===== src/rtl/mem_port_arbiter_pkg.sv =====
// Shared types and widths for the IF/DM memory port arbiter.
package mem_port_arbiter_pkg;

    localparam int unsigned ADDR_W   = 32;
    localparam int unsigned DATA_W   = 32;
    localparam int unsigned WEN_W    = DATA_W / 8;
    localparam int unsigned STARVE_W = 4;
    localparam int unsigned TMO_W    = 8;

    localparam logic [WEN_W-1:0] W_EN_NONE = 4'b0000;

    typedef enum logic [1:0] {
        ARB_IDLE = 2'd0,
        ARB_BUSY = 2'd1,
        ARB_RESP = 2'd2
    } arb_state_e;

    typedef enum logic {
        OWN_IF = 1'b0,
        OWN_DM = 1'b1
    } arb_owner_e;

    // Access latched at grant time and presented on mem_* for the whole access.
    typedef struct packed {
        logic [ADDR_W-1:0] addr;
        logic [WEN_W-1:0]  w_en;
        logic [DATA_W-1:0] wdata;
    } mem_cmd_t;

endpackage


===== src/rtl/mem_port_arbiter_if.sv =====
// Request/response bundle between the core ports, the arbiter and the memory wrapper.
interface mem_port_arbiter_if;
    import mem_port_arbiter_pkg::*;

    logic              if_req;
    logic [ADDR_W-1:0] if_addr;
    logic              if_ready;
    logic [DATA_W-1:0] if_rdata;

    logic              dm_req;
    logic [ADDR_W-1:0] dm_addr;
    logic [WEN_W-1:0]  dm_w_en;
    logic [DATA_W-1:0] dm_wdata;
    logic              dm_ready;
    logic [DATA_W-1:0] dm_rdata;

    logic              mem_req;
    logic [ADDR_W-1:0] mem_addr;
    logic [WEN_W-1:0]  mem_w_en;
    logic [DATA_W-1:0] mem_wdata;
    logic              mem_ack;
    logic [DATA_W-1:0] mem_rdata;

    logic              err;
    logic              stall;

    // Arbiter view.
    modport slave (
        input  if_req, if_addr, dm_req, dm_addr, dm_w_en, dm_wdata, mem_ack, mem_rdata,
        output if_ready, if_rdata, dm_ready, dm_rdata,
        output mem_req, mem_addr, mem_w_en, mem_wdata, err, stall
    );

    // Core and memory-wrapper view.
    modport master (
        output if_req, if_addr, dm_req, dm_addr, dm_w_en, dm_wdata, mem_ack, mem_rdata,
        input  if_ready, if_rdata, dm_ready, dm_rdata,
        input  mem_req, mem_addr, mem_w_en, mem_wdata, err, stall
    );

endinterface


===== src/rtl/mem_arb_counter.sv =====
// Saturating up-counter with synchronous clear and an at-limit flag.
module mem_arb_counter #(
    parameter int unsigned W   = 4,
    parameter int unsigned MAX = 4
) (
    input  logic clk,
    input  logic rst,
    input  logic clr,
    input  logic inc,
    output logic at_max_c
);

    logic [W-1:0] cnt_q;
    logic [W-1:0] cnt_d;

    assign at_max_c = (cnt_q == W'(MAX));

    always_comb begin
        cnt_d = cnt_q;
        if (clr) begin
            cnt_d = '0;
        end else if (inc && !at_max_c) begin
            cnt_d = cnt_q + W'(1);
        end
    end

    always_ff @(posedge clk or negedge rst) begin
        if (!rst) begin
            cnt_q <= '0;
        end else begin
            cnt_q <= cnt_d;
        end
    end

endmodule


===== src/rtl/mem_port_arbiter.sv =====
// Shares one variable-latency memory between IF and DM: DM priority, IF starvation guard, access timeout.
module mem_port_arbiter
    import mem_port_arbiter_pkg::*;
#(
    parameter int unsigned STARVE_MAX = 4,
    parameter int unsigned TIMEOUT    = 255
) (
    input  logic clk,
    input  logic rst,
    mem_port_arbiter_if.slave bus
);

    arb_state_e        state_q,    state_d;
    arb_owner_e        owner_q,    owner_d;
    mem_cmd_t          cmd_q,      cmd_d;
    logic              mem_req_q,  mem_req_d;
    logic              if_ready_q, if_ready_d;
    logic              dm_ready_q, dm_ready_d;
    logic              err_q,      err_d;
    logic [DATA_W-1:0] if_rdata_q, if_rdata_d;
    logic [DATA_W-1:0] dm_rdata_q, dm_rdata_d;

    logic starve_clr, starve_inc, starve_max;
    logic tmo_clr,    tmo_inc,    tmo_max;
    logic grant_dm;

    mem_arb_counter #(.W(STARVE_W), .MAX(STARVE_MAX)) u_starve_cnt (
        .clk      (clk),
        .rst      (rst),
        .clr      (starve_clr),
        .inc      (starve_inc),
        .at_max_c (starve_max)
    );

    // Flag rises on the TIMEOUT-th BUSY cycle, since the count starts at 0 on entry.
    mem_arb_counter #(.W(TMO_W), .MAX(TIMEOUT - 1)) u_tmo_cnt (
        .clk      (clk),
        .rst      (rst),
        .clr      (tmo_clr),
        .inc      (tmo_inc),
        .at_max_c (tmo_max)
    );

    assign grant_dm = bus.dm_req & ~(bus.if_req & starve_max);

    always_comb begin
        state_d    = state_q;
        owner_d    = owner_q;
        cmd_d      = cmd_q;
        mem_req_d  = mem_req_q;
        if_ready_d = 1'b0;
        dm_ready_d = 1'b0;
        err_d      = 1'b0;
        if_rdata_d = if_rdata_q;
        dm_rdata_d = dm_rdata_q;
        starve_clr = 1'b0;
        starve_inc = 1'b0;
        tmo_clr    = 1'b0;
        tmo_inc    = 1'b0;

        unique case (state_q)
            ARB_IDLE: begin
                if (grant_dm) begin
                    owner_d    = OWN_DM;
                    cmd_d      = '{addr: bus.dm_addr, w_en: bus.dm_w_en, wdata: bus.dm_wdata};
                    starve_inc = bus.if_req;
                    starve_clr = ~bus.if_req;
                    tmo_clr    = 1'b1;
                    mem_req_d  = 1'b1;
                    state_d    = ARB_BUSY;
                end else if (bus.if_req) begin
                    owner_d    = OWN_IF;
                    cmd_d      = '{addr: bus.if_addr, w_en: W_EN_NONE, wdata: '0};
                    starve_clr = 1'b1;
                    tmo_clr    = 1'b1;
                    mem_req_d  = 1'b1;
                    state_d    = ARB_BUSY;
                end
            end
            ARB_BUSY: begin
                tmo_inc = 1'b1;
                if (bus.mem_ack) begin
                    mem_req_d = 1'b0;
                    state_d   = ARB_RESP;
                    if (owner_q == OWN_DM) begin
                        dm_ready_d = 1'b1;
                        if (cmd_q.w_en == W_EN_NONE) begin
                            dm_rdata_d = bus.mem_rdata;
                        end
                    end else begin
                        if_ready_d = 1'b1;
                        if_rdata_d = bus.mem_rdata;
                    end
                end else if (tmo_max) begin
                    // Abort: report completion with err set, rdata untouched.
                    mem_req_d  = 1'b0;
                    err_d      = 1'b1;
                    state_d    = ARB_RESP;
                    dm_ready_d = (owner_q == OWN_DM);
                    if_ready_d = (owner_q == OWN_IF);
                end
            end
            ARB_RESP: begin
                state_d = ARB_IDLE;
            end
            default: begin
                mem_req_d = 1'b0;
                state_d   = ARB_IDLE;
            end
        endcase
    end

    always_ff @(posedge clk or negedge rst) begin
        if (!rst) begin
            state_q    <= ARB_IDLE;
            owner_q    <= OWN_IF;
            cmd_q      <= '0;
            mem_req_q  <= 1'b0;
            if_ready_q <= 1'b0;
            dm_ready_q <= 1'b0;
            err_q      <= 1'b0;
            if_rdata_q <= '0;
            dm_rdata_q <= '0;
        end else begin
            state_q    <= state_d;
            owner_q    <= owner_d;
            cmd_q      <= cmd_d;
            mem_req_q  <= mem_req_d;
            if_ready_q <= if_ready_d;
            dm_ready_q <= dm_ready_d;
            err_q      <= err_d;
            if_rdata_q <= if_rdata_d;
            dm_rdata_q <= dm_rdata_d;
        end
    end

    assign bus.mem_req   = mem_req_q;
    assign bus.mem_addr  = cmd_q.addr;
    assign bus.mem_w_en  = cmd_q.w_en;
    assign bus.mem_wdata = cmd_q.wdata;
    assign bus.if_ready  = if_ready_q;
    assign bus.if_rdata  = if_rdata_q;
    assign bus.dm_ready  = dm_ready_q;
    assign bus.dm_rdata  = dm_rdata_q;
    assign bus.err       = err_q;
    assign bus.stall     = (bus.if_req & ~if_ready_q) | (bus.dm_req & ~dm_ready_q);

endmodule

===== src/flat_wrapper.sv =====
// flat-port wrapper written by rule: the top's interface ports become plain ports
module mem_port_arbiter_flat import mem_port_arbiter_pkg::*;
#(
    parameter int unsigned STARVE_MAX = 4,
    parameter int unsigned TIMEOUT    = 255
)
  (clk, rst, bus_if_req, bus_if_addr, bus_dm_req, bus_dm_addr, bus_dm_w_en, bus_dm_wdata, bus_mem_ack, bus_mem_rdata, bus_if_ready, bus_if_rdata, bus_dm_ready, bus_dm_rdata, bus_mem_req, bus_mem_addr, bus_mem_w_en, bus_mem_wdata, bus_err, bus_stall);
  mem_port_arbiter_if bus_i ();
  input  logic clk;
  input  logic rst;
  input wire logic [$bits(bus_i.if_req)-1:0] bus_if_req;
  input wire logic [$bits(bus_i.if_addr)-1:0] bus_if_addr;
  input wire logic [$bits(bus_i.dm_req)-1:0] bus_dm_req;
  input wire logic [$bits(bus_i.dm_addr)-1:0] bus_dm_addr;
  input wire logic [$bits(bus_i.dm_w_en)-1:0] bus_dm_w_en;
  input wire logic [$bits(bus_i.dm_wdata)-1:0] bus_dm_wdata;
  input wire logic [$bits(bus_i.mem_ack)-1:0] bus_mem_ack;
  input wire logic [$bits(bus_i.mem_rdata)-1:0] bus_mem_rdata;
  output wire logic [$bits(bus_i.if_ready)-1:0] bus_if_ready;
  output wire logic [$bits(bus_i.if_rdata)-1:0] bus_if_rdata;
  output wire logic [$bits(bus_i.dm_ready)-1:0] bus_dm_ready;
  output wire logic [$bits(bus_i.dm_rdata)-1:0] bus_dm_rdata;
  output wire logic [$bits(bus_i.mem_req)-1:0] bus_mem_req;
  output wire logic [$bits(bus_i.mem_addr)-1:0] bus_mem_addr;
  output wire logic [$bits(bus_i.mem_w_en)-1:0] bus_mem_w_en;
  output wire logic [$bits(bus_i.mem_wdata)-1:0] bus_mem_wdata;
  output wire logic [$bits(bus_i.err)-1:0] bus_err;
  output wire logic [$bits(bus_i.stall)-1:0] bus_stall;
  assign bus_i.if_req = bus_if_req;
  assign bus_i.if_addr = bus_if_addr;
  assign bus_i.dm_req = bus_dm_req;
  assign bus_i.dm_addr = bus_dm_addr;
  assign bus_i.dm_w_en = bus_dm_w_en;
  assign bus_i.dm_wdata = bus_dm_wdata;
  assign bus_i.mem_ack = bus_mem_ack;
  assign bus_i.mem_rdata = bus_mem_rdata;
  assign bus_if_ready = bus_i.if_ready;
  assign bus_if_rdata = bus_i.if_rdata;
  assign bus_dm_ready = bus_i.dm_ready;
  assign bus_dm_rdata = bus_i.dm_rdata;
  assign bus_mem_req = bus_i.mem_req;
  assign bus_mem_addr = bus_i.mem_addr;
  assign bus_mem_w_en = bus_i.mem_w_en;
  assign bus_mem_wdata = bus_i.mem_wdata;
  assign bus_err = bus_i.err;
  assign bus_stall = bus_i.stall;
  mem_port_arbiter #(.STARVE_MAX(STARVE_MAX), .TIMEOUT(TIMEOUT)) u_core (.clk(clk), .rst(rst), .bus(bus_i));
endmodule

===== config.mk =====
export PLATFORM = sky130hd
export DESIGN_NAME = mem_port_arbiter_flat
export DESIGN_NICKNAME = d
export VERILOG_FILES = /design/src/rtl/mem_port_arbiter_pkg.sv /design/src/rtl/mem_port_arbiter_if.sv /design/src/rtl/mem_arb_counter.sv /design/src/rtl/mem_port_arbiter.sv /design/src/flat_wrapper.sv
export SDC_FILE = /design/constraint.sdc
export NUM_CORES = 1
export LEC_CHECK = 0
export ABC_CLOCK_PERIOD_IN_PS = 3700
export CAP_MARGIN = 30
export CORE_MARGIN = 2
export CORE_UTILIZATION = 42
export CTS_BUF_LIST = sky130_fd_sc_hd__clkbuf_4 sky130_fd_sc_hd__clkbuf_8 sky130_fd_sc_hd__clkbuf_16
export CTS_CLUSTER_SIZE = 25
export DETAILED_ROUTE_END_ITERATION = 12
export PLACE_DENSITY = 0.79
export REMOVE_ABC_BUFFERS = 1
export SLEW_MARGIN = 30
export SYNTH_ARGS = -nofsm -noshare
export SYNTH_HDL_FRONTEND = slang
export SYNTH_HIERARCHICAL = 1
export SYNTH_SLANG_ARGS = --single-unit

===== constraint.sdc =====
create_clock -name clk -period 3.7 [get_ports clk]
set_clock_uncertainty 0.2 [all_clocks]
set_input_delay 0.37 -clock clk [delete_from_list [all_inputs] [get_ports clk]]
set_output_delay 0.37 -clock clk [all_outputs]
set_load 0.05 [all_outputs]

==> results of run 1 <==
registers in the layout, indices dropped and copies added, names as in the netlist:
signal	count
u_core/bus.dm_rdata	32
u_core/bus.if_rdata	32
u_core/bus.mem_addr	32
u_core/bus.mem_wdata	32
u_core/u_tmo_cnt/cnt_q	8
u_core/bus.mem_w_en	4
u_core/u_starve_cnt/cnt_q	4
u_core/state_q	2
u_core/bus.dm_ready	1
u_core/bus.err	1
u_core/bus.if_ready	1
u_core/bus.mem_req	1
u_core/owner_q	1
cell usage in the layout, fill, tap and decap left out, types with 6 or more instances in the layout:
cell type and count:
sky130_fd_sc_hd__clkdlybuf4s50_1 272, sky130_fd_sc_hd__dfrtp_1 151, sky130_fd_sc_hd__a21oi_1 70, sky130_fd_sc_hd__mux2_2 53, sky130_fd_sc_hd__nor2_1 44, sky130_fd_sc_hd__nand2_1 37, sky130_fd_sc_hd__a22o_1 36, sky130_fd_sc_hd__clkbuf_16 17
sky130_fd_sc_hd__mux2_1 12, sky130_fd_sc_hd__buf_4 9, sky130_fd_sc_hd__inv_1 7, sky130_fd_sc_hd__nand3_1 6
what timing repair did:
| action | in CTS | in global routing |
|---|---|---|
| hold endpoints to repair | 70 | 0 |
| hold buffers | 1 | 0 |
| endpoints found under the setup margin | 0 | 0 |
worst max path at each step:
stage	slack, ns	depth (start not counted)	to	startpoint
detailed placement	0.61	8	u_core/bus.mem_wdata[8]$_DFFE_PN0P_	bus_dm_req
CTS	0.61	11	u_core/bus.mem_wdata[29]$_DFFE_PN0P_	u_core/u_starve_cnt/cnt_q[0]$_DFFE_PN0P_
global route	0.37	11	u_core/bus.mem_wdata[14]$_DFFE_PN0P_	u_core/u_starve_cnt/cnt_q[0]$_DFFE_PN0P_
finish	0.59	11	u_core/bus.mem_wdata[4]$_DFFE_PN0P_	u_core/u_starve_cnt/cnt_q[0]$_DFFE_PN0P_
global placement	0.68	8	u_core/bus.mem_wdata[18]$_DFFE_PN0P_	bus_dm_req
floorplan	-0.92	11	u_core/u_tmo_cnt/cnt_q[3]$_DFFE_PN0P_	u_core/u_starve_cnt/cnt_q[0]$_DFFE_PN0P_
where the power goes:
group	total [W]	leakage, nW	switching [W]	internal, W
clock	0.00165	0.269	0.000677	0.000974
combinational	0.00585	2.03	0.00382	0.00203
sequential	0.00292	1.85	0.000491	0.00243
kinds of logic after synthesis:
logic type | synth area share
buffers and inverters | 0.0382
DFF | 0.607
and+or+nand+nor | 0.0934
AOI/OAI and AO/OA | 0.127
adders and majority gates | 0.0100
muxes | 0.125
through the flow:
step           utilization  power, W
5_1_grt              0.663    0.0109
3_5_place_dp         0.624   0.00877
3_3_place_gp         0.624   0.00864
2_1_floorplan            -   0.00660
6_report             0.663    0.0104
4_1_cts              0.663    0.0105
critical path, stage by stage (launching register included):
cell	delay, ns
sky130_fd_sc_hd__dfrtp_1	0.37
sky130_fd_sc_hd__inv_1	0.09
sky130_fd_sc_hd__ha_1	0.24
sky130_fd_sc_hd__nand3b_4	0.11
sky130_fd_sc_hd__inv_2	0.06
sky130_fd_sc_hd__a21boi_2	0.15
sky130_fd_sc_hd__inv_2	0.05
sky130_fd_sc_hd__ha_1	0.19
sky130_fd_sc_hd__or3_2	0.44
sky130_fd_sc_hd__buf_4	0.38
sky130_fd_sc_hd__nor2_8	0.50
sky130_fd_sc_hd__a22o_1	0.21
cell type report:
class	instances	area share
inverter	10	0.00389
clock inverter	10	0.00999
timing repair buffer	283	0.292
tap	184	0.0239
multi-input combinational	311	0.230
clock buffer	21	0.0485
sequential	151	0.392
per-layer routing:
metal	vias to the layer above	wire length, um
li1	2313	-
met1	2466	6970
met2	181	9900
met3	46	1090
met4	0	753
met5	-	0
==> run summary, run 1 <==
The run finished with clean final reports. The area of placed instances came out at 0.00906 sq mm. For hold timing, the worst endpoint is u_core/bus.mem_addr[11]$_DFFE_PN0P_.

The number of setup buffers added after CTS came out at 0. Summing all non-filler instances in the final layout gives an area of 0.00964 sq mm. The nature of the critical path startpoint is a register. The number of antenna violations at the first check in global routing came out at 0. The ratio of final minimum period to clock period came out at 0.839.

The number of setup violations in the final report is 0. The most common cell in the synthesized netlist is sky130_fd_sc_hd__dfrtp_1. In this run the critical register-to-register path is launched from u_core/u_starve_cnt/cnt_q[0]$_DFFE_PN0P_. Of the cells placed in the final design, the portion with a size suffix greater than 1 is 0.142. The area growth from synthesis to layout came out at 54.8%. In this run, post-CTS repair resized a total of 0 instances. The tightest min-delay check is of the input port to register type. The total die area is 0.0158 sq mm.

The number of max-slew violations in the final report came out at 0. The most used flip-flop cell after synthesis is sky130_fd_sc_hd__dfrtp_1. The global routing stage identified its most utilized layer as met2.

Synthesis produced a netlist whose cell count is 500. The clock sink count came out at 151. The slew at the pin with the worst max-slew slack came out at 0.827 ns. The vias per cell is 5.16. The quantity of I/O buffers inserted on ports came out at 273. The clock-pin slew reported for the worst setup and hold paths after clock tree synthesis is 0.06 ns. The Yosys step of the flow raised 6 warnings.

The sum of net half-perimeters after detailed placement came out at 13.4 mm. In this run the mean area of a mapped cell was 12.5 sq um. The last weighted congestion value of the routability-driven placer came out at 0.813.

The peak ir drop on the vdd network is 630 uV. The starting density of the core is 0.428. TritonCTS built the clock tree. Entering global routing, the biggest net connects 74 pins. The tree is rooted in a sky130_fd_sc_hd__clkbuf_16.

The met1 track demand over resource is 0.272. For this run the aggregate overflow at the end of global routing stands at 0. The maximum fanout along the worst path came out at 71. STA classifies the critical path endpoint as a register. The largest buffer count on any clock path came out at 2. The height of the die came out at 126 um. Measured against its own limit, the worst slew margin works out to 0.449. The critical path data arrival time is 3.26 ns. The final routed DRC violation total came out at 0. In this run the core area contains 44 standard-cell rows. The slack of the critical path is 0.595 ns. The worst setup path is of the register to register kind. The total negative slack came out at 0 ns. At the worst endpoint, the required time is 3.86 ns. The latest clock arrival within the worst-skew pair came out at 0.42 ns.

The number of global-route vias before repair is 5480. The filler cells instantiated in the layout total 1068. The number of cells on the worst reg-to-reg path is 11. The area of combinational cells with multiple inputs is 0.00222 sq mm. Counting instances, the worst hold path has a depth of 3. The net total in the final layout is 916. The H-tree depth reported by CTS came out at 4.

The count of flip-flops with a built-in enable after synthesis is 0. The worst hold slack came out at 0.294 ns. In the final routed layout, each cell accounts on average for 19.3 um. The remaining antenna violation count is 0.

The met3 usage in global routing is 0.0663. After synthesis, the most frequently instantiated cells are sky130_fd_sc_hd__dfrtp_1 (151), sky130_fd_sc_hd__a21oi_1 (70), sky130_fd_sc_hd__mux2_2 (53). The count of maximum capacitance violations came out at 0. Setup repair after global routing left no endpoint under its margin. The clock period could shrink to 3.11 ns. The sequential cell area fraction in the yosys report came out at 0.607. Based on the critical path, the design can be clocked at up to 322 MHz. In the post-synthesis netlist, the biggest area contributors are sky130_fd_sc_hd__dfrtp_1 (61%), sky130_fd_sc_hd__mux2_2 (9.6%), sky130_fd_sc_hd__a21oi_1 (5.6%). Measured along the x axis, the die boundary spans 126 um. The worst hold path begins at bus_if_addr[11]. The finished layout holds 970 standard cells, fillers aside. The antenna diode count came out at 0. The TritonCTS buffer count is 17. In this run the power density over the cells is 1080 mW/mm^2. Summed over all instances, the cell type with the most area after synthesis is sky130_fd_sc_hd__dfrtp_1. The area used by sequential logic in the layout came out at 0.00378 sq mm. In this run the cell area of the synthesized design comes to 0.00623 sq mm. OpenSTA, run right after detailed placement, puts the worst setup slack at 0.611 ns.

The count of final hold-check violations is 0. In this run the count of I/O pins placed on the die edge is 274. In the global route stage, overall resource usage came out at 0.240. The synthesized flop and latch total is 151. The proportion of synthesized flip-flops having asynchronous set or reset came out at 1.00. The number of violations reported at the end of detailed-routing iteration 0 came out at 297. The flop-to-flop setup slack came out at 0.59 ns. The first-pass iteration count of the detailed router is 4. The proportion of netlist area held by the largest area contributor came out at 0.607. The area of the core is 0.0145 sq mm. The leakage power came out at 4.16 nW. The netlist uses 44 different library cells. For this run, global-route usage on met2 was measured as 0.420. The detailed router placed 5006 vias in this run. The number of placed cells counting well taps came out at 938. The first global-routing pass estimated 29.5 mm of wire. For this block, the routed nets add up to 18.7 mm of wire. The endpoint identified for the worst register-to-register timing path is u_core/bus.mem_wdata[4]$_DFFE_PN0P_.
(Power assumes the default switching activity.)
==> run 2: changes to the inputs <==
--- a/config.mk
+++ b/config.mk
@@ -5,7 +5,7 @@
 export SDC_FILE = /design/constraint.sdc
 export NUM_CORES = 1
 export LEC_CHECK = 0
-export ABC_CLOCK_PERIOD_IN_PS = 3700
+export ABC_CLOCK_PERIOD_IN_PS = 3000
 export CAP_MARGIN = 30
 export CORE_MARGIN = 2
 export CORE_UTILIZATION = 42
==> constraint.sdc (replaced) <==
create_clock -name clk -period 3 [get_ports clk]
set_clock_uncertainty 0.2 [all_clocks]
set_input_delay 0.3 -clock clk [delete_from_list [all_inputs] [get_ports clk]]
set_output_delay 0.3 -clock clk [all_outputs]
set_load 0.05 [all_outputs]
==> run 2 against run 1 <==
Effect of this change: power grew 27%; cell area grew 1.7%; flip-flop and latch count is the same; critical endpoint is now u_core/bus.mem_addr[17]$_DFFE_PN0P_; worst hold slack lost 0.069 ns; combinational power grew 24%; clock-buffer cell count shrank 3; critical path type unchanged; routed wire length shrank 2.1%.
==> run summary, run 2 (same netlist as run 1, synthesis figures left out) <==
The slew at the pin with the worst max-slew slack came out at 0.655 ns (was 0.827 ns). The maximum number of pins on one net before global-route repair came to 68 (was 74). The leakage power is 4.24 nW (was 4.16 nW). The worst min-delay path category is input port to register (unchanged). The sum of net half-perimeters after detailed placement came out at 13.4 mm (about the same). The area of the core is 0.0145 sq mm (unchanged). The CTS tree is yes (unchanged). The latest clock arrival within the worst-skew pair is 0.41 ns (was 0.42 ns). The net total in the final layout is 919 (was 916). The cell row count is 44 (unchanged).

The clock sink count is 151 (unchanged). The number of violations reported at the end of detailed-routing iteration 0 came out at 180 (was 297). The clock tree root buffer cell is sky130_fd_sc_hd__clkbuf_16 (unchanged).

The sequential cell fraction of total power is 0.271 (was 0.280). The total die area came out at 0.0158 sq mm (unchanged). The slowest cell on the critical path is sky130_fd_sc_hd__or3_2 (was sky130_fd_sc_hd__nor2_8). The delay of the slowest cell on the worst path is 0.52 ns (was 0.50 ns). The internal power came to 0.00711 W (was 0.00543 W). The switching power total is 0.00612 W (was 0.00499 W). The last weighted congestion value of the routability-driven placer came out at 0.838 (was 0.813).

The boundary pin count was 274 (unchanged). The global routing usage summed across all routing layers came out at 0.232 (was 0.240). The antenna diode count is 0 (unchanged). The first-pass iteration count of the detailed router is 6 (was 4). The kind of cell adding the most delay to the critical path is simple AND/OR/NAND/NOR gates (unchanged).

The total via count after detailed routing came out at 5063 (was 5006). The count of maximum capacitance violations came out at 0 (unchanged). The global-route wire length before repair came out at 28.8 mm (was 29.5 mm). The share of cells above drive strength 1 came out at 0.146 (was 0.142). The switching power share of the total is 0.463 (was 0.479). The peak ir drop on the vdd network is 786 uV (was 630 uV).

The H-tree depth reported by CTS came to 4 (unchanged). The area growth from synthesis to layout came out at 57.4% (was 54.8%). The height of the die is 126 um (unchanged). The relative max-transition margin is 0.562 (was 0.449). The x dimension of the die came out at 126 um (unchanged).

The post-route total power is 0.0132 W (was 0.0104 W). The proportion of power drawn by combinational gates is 0.548 (was 0.561). The count of final hold-check violations is 0 (unchanged). The type of destination of the critical path is a register (unchanged). Most frequent cells in the layout: sky130_fd_sc_hd__clkdlybuf4s50_1 (272), sky130_fd_sc_hd__dfrtp_1 (151), sky130_fd_sc_hd__a21oi_1 (70) (unchanged). The number of max-slew violations in the final report is 0 (unchanged). The post-cts gate resize count is 0 (unchanged). RSZ-0062 raised after global routing: false (unchanged). The number of placed cells counting well taps came out at 941 (was 938).

The buffer and inverter count on the worst path was 4 (unchanged). The startpoint-to-endpoint class of the critical path was register to register (unchanged). The commonest non-fill, non-tap cell in the layout is sky130_fd_sc_hd__clkdlybuf4s50_1 (unchanged).

The average wire length per cell after detail routing is 18.8 um (was 19.3 um). The leftover overflow at the end of global routing is 0 (unchanged). The total wire length after detailed routing is 18.3 mm (was 18.7 mm). The number of setup violations in the final report is 0 (unchanged).

The clock group share of total power came to 0.181 (was 0.158). The maximum fanout along the worst path is 45 (was 71). Ordered list of cells on the worst path: inv_1 > ha_1 > nand3b_4 > inv_2 > a21boi_2 > inv_2 > ha_1 > or3_2 > buf_4 > a21oi_1 > a21oi_1 (was inv_1 > ha_1 > nand3b_4 > inv_2 > a21boi_2 > inv_2 > ha_1 > or3_2 > buf_4 > nor2_8 > a22o_1).

The remaining antenna violation count is 0 (unchanged). The areal power density over the cells came out at 1350 mW/mm^2 (was 1080 mW/mm^2). The vias per cell is 5.20 (was 5.16). The number of antenna violations at the first check in global routing is 0 (unchanged). The final routed DRC violation total was 0 (unchanged).

The nature of the critical path startpoint is a register (unchanged). The critical path data arrival time came out at 2.89 ns (was 3.26 ns). The TritonCTS buffer count is 17 (unchanged). The clock-pin slew reported for the worst setup and hold paths after clock tree synthesis was 0.06 ns (about the same).

Result of the run: finished clean (unchanged). The filler cell count in the final layout came out at 1102 (was 1068). The starting density of the core is 0.428 (unchanged).

The required time at the endpoint of the critical path came to 3.09 ns (was 3.86 ns). The largest buffer count on any clock path was 2 (unchanged). The number of non-filler instances in the completed layout is 973 (was 970).

The quantity of I/O buffers inserted on ports came out at 273 (unchanged). The ratio of final minimum period to clock period came out at 0.934 (was 0.839). The number of global-route vias before repair came out at 5424 (was 5480). The maximum clock frequency came out at 357 MHz (was 322 MHz). The clock period minus final worst setup slack came out at 2.80 ns (was 3.11 ns).
[run 2: cell count changes in the layout (fill, tap and decap cells not counted)]
cell                         previous run  this run
sky130_fd_sc_hd__clkbuf_8               2         1
sky130_fd_sc_hd__inv_6                  2         0
sky130_fd_sc_hd__clkinv_4               1         2
sky130_fd_sc_hd__clkbuf_4               2         0
sky130_fd_sc_hd__buf_12                 0         3
sky130_fd_sc_hd__bufinv_16              1         6
sky130_fd_sc_hd__clkinv_2               2         3
sky130_fd_sc_hd__clkinvlp_4             4         2
[run 2: power by group through the flow]
| stage | clock [W] | combinational (W) | sequential [W] |
|---|---|---|---|
| 6_report | 0.00240 | 0.00725 | 0.00359 |
| 5_1_grt | 0.00252 | 0.00752 | 0.00371 |
| 4_1_cts | 0.00244 | 0.00729 | 0.00359 |
| 3_5_place_dp | 0 | 0.00727 | 0.00359 |
| 3_3_place_gp | 0 | 0.00715 | 0.00355 |
| 2_1_floorplan | 0 | 0.00143 | 0.00670 |
[run 2: final timing paths]
check	start	endpoint	slack, ns	cells after the start
setup / recovery	u_core/u_starve_cnt/cnt_q[0]$_DFFE_PN0P_	u_core/bus.mem_addr[17]$_DFFE_PN0P_	0.20	11
max in group asynchronous	rst	u_core/bus.mem_addr[19]$_DFFE_PN0P_	1.60	3
setup reg to reg	u_core/u_starve_cnt/cnt_q[0]$_DFFE_PN0P_	u_core/bus.mem_addr[17]$_DFFE_PN0P_	0.20	11
hold reg to reg	u_core/bus.if_rdata[19]$_DFFE_PN0P_	u_core/bus.if_rdata[19]$_DFFE_PN0P_	0.29	1
min in group asynchronous	rst	u_core/bus.if_rdata[3]$_DFFE_PN0P_	0.27	2
hold / removal	bus_if_addr[5]	u_core/bus.mem_addr[5]$_DFFE_PN0P_	0.23	3
[run 2: per-layer routing]
metal  track usage  wire length [um]
met2         0.403              9640
met5             0                 0
met4        0.0911               576
met3        0.0667               926
met1         0.270              7170
[run 2: worst reg2reg max path: stages, from the launching register on]
cell and delay [ns]:
sky130_fd_sc_hd__dfrtp_1 0.39, sky130_fd_sc_hd__inv_1 0.10, sky130_fd_sc_hd__ha_1 0.24, sky130_fd_sc_hd__nand3b_4 0.11, sky130_fd_sc_hd__inv_2 0.06, sky130_fd_sc_hd__a21boi_2 0.15, sky130_fd_sc_hd__inv_2 0.05, sky130_fd_sc_hd__ha_1 0.18
sky130_fd_sc_hd__or3_2 0.52, sky130_fd_sc_hd__buf_4 0.33, sky130_fd_sc_hd__a21oi_1 0.26, sky130_fd_sc_hd__a21oi_1 0.10
[run 2: repair_timing]
item	4_1_cts	5_1_grt
hold endpoints to repair	64	0
setup buffers	0	0
hold buffers	1	0
[run 2: layout make-up]
cell class | count | area (sq um) | share of cell area
sequential | 151 | 3780 | 0.385
timing repair buffer | 286 | 2870 | 0.293
multi-input combinational | 311 | 2220 | 0.226
clock buffer | 18 | 439 | 0.0448
tap | 184 | 230 | 0.0235
clock inverter | 13 | 228 | 0.0232
inverter | 10 | 37.5 | 0.00383
[run 2: stage by stage]
step           hold slack (ns)   util  setup slack [ns]  TNS [ns]  cell area [sq um]
2_1_floorplan           -0.196      -             -1.62   -105.29               6030
3_3_place_gp             0.129  0.628             0.366         0               9130
3_5_place_dp             0.145  0.628             0.285         0               9130
5_1_grt                  0.224  0.674            0.0869         0               9800
6_report                 0.225  0.674             0.198         0               9800
4_1_cts                  0.205  0.674             0.242         0               9800
==> run 3: changes to the inputs <==
--- a/config.mk
+++ b/config.mk
@@ -12,6 +12,7 @@
 export CTS_BUF_LIST = sky130_fd_sc_hd__clkbuf_4 sky130_fd_sc_hd__clkbuf_8 sky130_fd_sc_hd__clkbuf_16
 export CTS_CLUSTER_SIZE = 25
 export DETAILED_ROUTE_END_ITERATION = 12
+export HOLD_SLACK_MARGIN = 0.05
 export PLACE_DENSITY = 0.79
 export REMOVE_ABC_BUFFERS = 1
 export SLEW_MARGIN = 30
==> results of run 3 <==
Final layout, timing and power as in run 2 (identical DEF).
